File: src/rtl/register_dump_reader.sv
// Walks every register through one combinational read port and streams each value out over valid/ready.
// Optional feature: define REGISTER_DUMP_CHECKSUM_EN to append an XOR checksum word after the last register.
module register_dump_reader #(
   parameter int REG_COUNT  = 32,
   parameter int ADDR_WIDTH = 5,
   parameter int DATA_WIDTH = 32
) (
   input  logic                  clock,
   input  logic                  reset,
   input  logic                  dumpStart,
   output logic                  busy,
   output logic [ADDR_WIDTH-1:0] readAddress,
   input  logic [DATA_WIDTH-1:0] readData,
   output logic [DATA_WIDTH-1:0] dataOut,
   output logic [ADDR_WIDTH-1:0] dataAddr,
   output logic                  dataValid,
   input  logic                  dataReady,
   output logic                  dataIsChecksum,
   output logic                  dumpDone
);

   localparam logic [ADDR_WIDTH-1:0] LAST_INDEX = ADDR_WIDTH'(REG_COUNT - 1);

`ifdef REGISTER_DUMP_CHECKSUM_EN
   typedef enum logic [2:0] {IDLE, LOAD, PRESENT, CHECKSUM, DONE} state_t;
`else
   typedef enum logic [2:0] {IDLE, LOAD, PRESENT, DONE} state_t;
`endif

   state_t                state;
   logic [ADDR_WIDTH-1:0] index;

`ifdef REGISTER_DUMP_CHECKSUM_EN
   logic [DATA_WIDTH-1:0] checksum;
   logic                  isChecksumReg;
   assign dataIsChecksum = isChecksumReg;
`else
   assign dataIsChecksum = 1'b0;
`endif

   // The read port is combinational, so the address must follow index without a register stage.
   assign readAddress = index;

   always_ff @(posedge clock or negedge reset) begin
      if (!reset) begin
         state     <= IDLE;
         index     <= '0;
         dataOut   <= '0;
         dataAddr  <= '0;
         dataValid <= 1'b0;
         busy      <= 1'b0;
         dumpDone  <= 1'b0;
`ifdef REGISTER_DUMP_CHECKSUM_EN
         checksum      <= '0;
         isChecksumReg <= 1'b0;
`endif
      end else begin
         dumpDone <= 1'b0;
         case (state)
            IDLE: begin
               if (dumpStart) begin
                  index <= '0;
                  busy  <= 1'b1;
                  state <= LOAD;
`ifdef REGISTER_DUMP_CHECKSUM_EN
                  checksum <= '0;
`endif
               end
            end
            LOAD: begin
               dataOut   <= readData;
               dataAddr  <= index;
               dataValid <= 1'b1;
               state     <= PRESENT;
`ifdef REGISTER_DUMP_CHECKSUM_EN
               checksum <= checksum ^ readData;
`endif
            end
            PRESENT: begin
               if (dataReady) begin
                  dataValid <= 1'b0;
                  if (index == LAST_INDEX) begin
`ifdef REGISTER_DUMP_CHECKSUM_EN
                     // The checksum already holds the final word, captured in the last LOAD.
                     dataOut       <= checksum;
                     dataAddr      <= '0;
                     dataValid     <= 1'b1;
                     isChecksumReg <= 1'b1;
                     state         <= CHECKSUM;
`else
                     dumpDone <= 1'b1;
                     state    <= DONE;
`endif
                  end else begin
                     index <= index + 1'b1;
                     state <= LOAD;
                  end
               end
            end
`ifdef REGISTER_DUMP_CHECKSUM_EN
            CHECKSUM: begin
               if (dataReady) begin
                  dataValid     <= 1'b0;
                  isChecksumReg <= 1'b0;
                  dumpDone      <= 1'b1;
                  state         <= DONE;
               end
            end
`endif
            DONE: begin
               busy  <= 1'b0;
               state <= IDLE;
            end
            default: state <= IDLE;
         endcase
      end
   end

endmodule

File: config.mk
export PLATFORM = sky130hd
export DESIGN_NAME = register_dump_reader
export DESIGN_NICKNAME = d
export VERILOG_FILES = /design/src/rtl/register_dump_reader.sv
export SDC_FILE = /design/constraint.sdc
export NUM_CORES = 1
export LEC_CHECK = 0
export CAP_MARGIN = 0
export CORE_MARGIN = 4
export CORE_UTILIZATION = 55
export CTS_CLUSTER_DIAMETER = 40
export DETAILED_ROUTE_END_ITERATION = 6
export DONT_BUFFER_PORTS = 1
export PLACE_DENSITY = 0.82
export SYNTH_ARGS = -nofsm -noshare
export SYNTH_HDL_FRONTEND = slang
export SYNTH_SLANG_ARGS = --single-unit
File: constraint.sdc
create_clock -name clock -period 2.1 [get_ports clock]
set_clock_uncertainty 0.2 [all_clocks]
set_input_delay 0.42 -clock clock [delete_from_list [all_inputs] [get_ports clock]]
set_output_delay 0.42 -clock clock [all_outputs]
set_load 0.03 [all_outputs]
==> summary.txt <==
status -> finished clean
grt met3 use -> 7.76%
CP startpoint kind -> register
Post-Place Worst Slack -> 10.8 ps
first-pass GRT wire length -> 6370 um
most common cell in the synthesized netlist -> dfrtp_1
Antenna Cells -> 0
HP Start -> dataReady
Max Buffers Root-to-Sink -> 2
fin cells -> 220
DR vias -> 1183
Detail Placement HPWL -> 2690 um
CTS tree -> yes
syn_nets -> 168
CTS Root Buffer Type -> clkbuf_4
GR Util met2 -> 35.5%
ANT nets after route -> 0
DRC viols -> 0
routability cong. -> 0.762
Synth area leader -> dfrtp_1
cells after synthesis -> 130
WP data required -> 2140 ps
post-synthesis compound-gate area fraction -> 5.58%
worst vdd ir -> 0.948 mV
Clk pin slew, worst setup/hold paths -> 120 ps
Post-synth EDFFs -> 0
Async SR Flop Fraction -> 100%
post-synthesis xor/xnor area fraction -> 0%
Clock Sinks -> 47
reg2reg path depth -> 8
core area -> 3340 um2
post-synth top area share -> 61.7%
I/O Buffers -> 0
share of layout cells above drive strength 1 -> 24.1%
FP Rows -> 21
nets -> 211
Tmin final -> 2030 ps
reg2reg end -> readAddress[4]
Syn Std Cell Area -> 1910 um2
CTS H-Tree Depth -> 2
initial DRC count -> 73
post-synthesis sequential area ratio -> 61.7%
met1 GRT Util -> 21.5%
r2r setup slk -> 70 ps
Synth Area in Adders -> 1.31%
busiest grt layer -> met2
worst hold path type -> input port to register
Die W -> 66.9 um
setup TNS -> 0 ps
MaxCap Viol Count -> 0
antenna violations before repair -> 0
path type of the worst setup path -> register to register
Warnings, synthesis -> 0
#FFs+latches synth -> 47
count of final max-slew check failures -> 0
fin crit share -> 96.8%
final setup fails -> 0
Crit Path Max Fanout -> 4
mux contribution to synthesized area -> 22.5%
die height -> 66.9 um
Pre-antenna DRT Iters -> 3
Clock Latency Late Sink -> 340 ps
fmax -> 0.492 GHz
Util after Layout -> 73.5%
via/cell ratio -> 5.38
r2r startpoint -> readAddress[1]
Starting Density -> 57.1%
Filler cells -> 220
synth cell count leaders -> dfrtp_1 (47), mux2_1 (19), mux2_2 (19)
io pins -> 82
largest net degree at the start of global routing -> 48
Most used DFF post-synth -> dfrtp_1
final WL -> 4530 um
number of global-route vias before repair -> 1229
mean post-synth cell area -> 14.7 um2
Data arrival, critical path -> 2070 ps
setup ws final -> 66.5 ps
ranking of synthesized cells by area -> dfrtp_1 (62%), mux2_1 (11%), mux2_2 (11%)
placed cells -> 177
CTS Buf Count -> 5
Final Hold Viols -> 0
largest family of logic cells by synthesized area -> multiplexers
hold path depth -> 2
leak pwr -> 1.09 nW
Cell Pwr Density -> 1680 nW/um2
Yosys cell types -> 27
Layout area overhead -> 28.8%
gr ovfl total -> 0
WHS Endpoint -> dumpDone
full die area -> 4470 um2
All-Layer GR Usage -> 20.0%
Simple-Gate Fraction of Synth Area -> 4.86%
Design Power -> 4.12 mW
wire per inst -> 20.6 um
CP Capture Type -> register
## how the worst max path moves through the flow
stage | from | endpoint | cells past startpoint
floorplan | readAddress[1] | readAddress[1] | 7
global placement | readAddress[1] | readAddress[1] | 7
detailed placement | readAddress[1] | readAddress[4] | 7
CTS | readAddress[1] | readAddress[4] | 7
global route | readAddress[1] | readAddress[0] | 8
finish | readAddress[1] | readAddress[4] | 8
## layer usage
| metal | wire length (um) | vias up |
|---|---|---|
| met3 | 383 | 4 |
| met4 | 36 | 0 |
| met5 | 0 | - |
| li1 | - | 542 |
| met2 | 2440 | 45 |
| met1 | 1670 | 592 |
## critical path, stage by stage (launching register included)
cell and delay (ps):
dfrtp_2 420, ha_2 180, inv_1 70, nor3_1 50
ha_2 180, nand3b_1 210, buf_4 190, and3_1 160
a221o_1 270
## metrics by stage
stage	area, um2	hold slack [ps]
detailed placement	1980	-74.5
floorplan	1910	-75.6
finish	2450	33.2
CTS	2360	0.589
global placement	1980	-74.6
global route	2450	1.02
## sequential cells by signal, indices dropped and copies added, names as in the netlist
signal	count
dataAddr	5
dumpDone	1
dataOut	32
readAddress	5
busy	1
state	2
dataValid	1
## power breakdown
group,switching (mW),internal [mW]
logic,0.492,0.558
registers,1.12,1.32
clock network,0.262,0.372
## layout make-up
class / instances / area (um2) / area share (%)
clock buffers: 6 / 41.3 / 1.68
clock inverters: 2 / 60.1 / 2.45
inverters: 6 / 22.5 / 0.918
well taps: 46 / 57.6 / 2.35
multi-input cells: 70 / 668 / 27.2
repair buffers: 43 / 425 / 17.3
flip-flops and latches: 47 / 1180 / 48.0
## timing repair
action / 4_1_cts / 5_1_grt
setup buffers: 0 / 1
gates resized for setup: 0 / 1
hold buffers: 26 / 8
setup endpoints to repair: 0 / 4
hold endpoints to repair: 71 / 8
## cells by family after synthesis
| logic type | Yosys count |
|---|---|
| AO/OA/AOI/OAI | 15 |
| adder cells (fa/ha/maj) | 2 |
| buffers and inverters | 13 |
| flip-flops | 47 |
| multiplexers | 38 |
| other | 1 |
| AND/OR/NAND/NOR | 14 |
## layout by cell type, fill, tap and decap left out, drive strengths merged
cell type / synthesis / routed
dlygate4sd3: 0 / 33
and4bb: 1 / 1
nand2b: 2 / 2
ha: 2 / 2
a22o: 1 / 1
buf: 6 / 10
nand3b: 1 / 1
nor2b: 2 / 2
o21bai: 2 / 2
a21oi: 5 / 5
inv: 6 / 6
bufinv: 0 / 2
conb: 1 / 1
clkbuf: 1 / 6
a21o: 1 / 1
dfrtp: 47 / 47
nand4: 1 / 1
nor3b: 1 / 1
nand2: 1 / 1
and3: 2 / 2
nand3: 1 / 1
a221o: 2 / 2
or4: 1 / 1
mux2: 38 / 38
nor3: 1 / 1
o211ai: 4 / 4
Note: power is estimated with default switching activity, not from simulation.
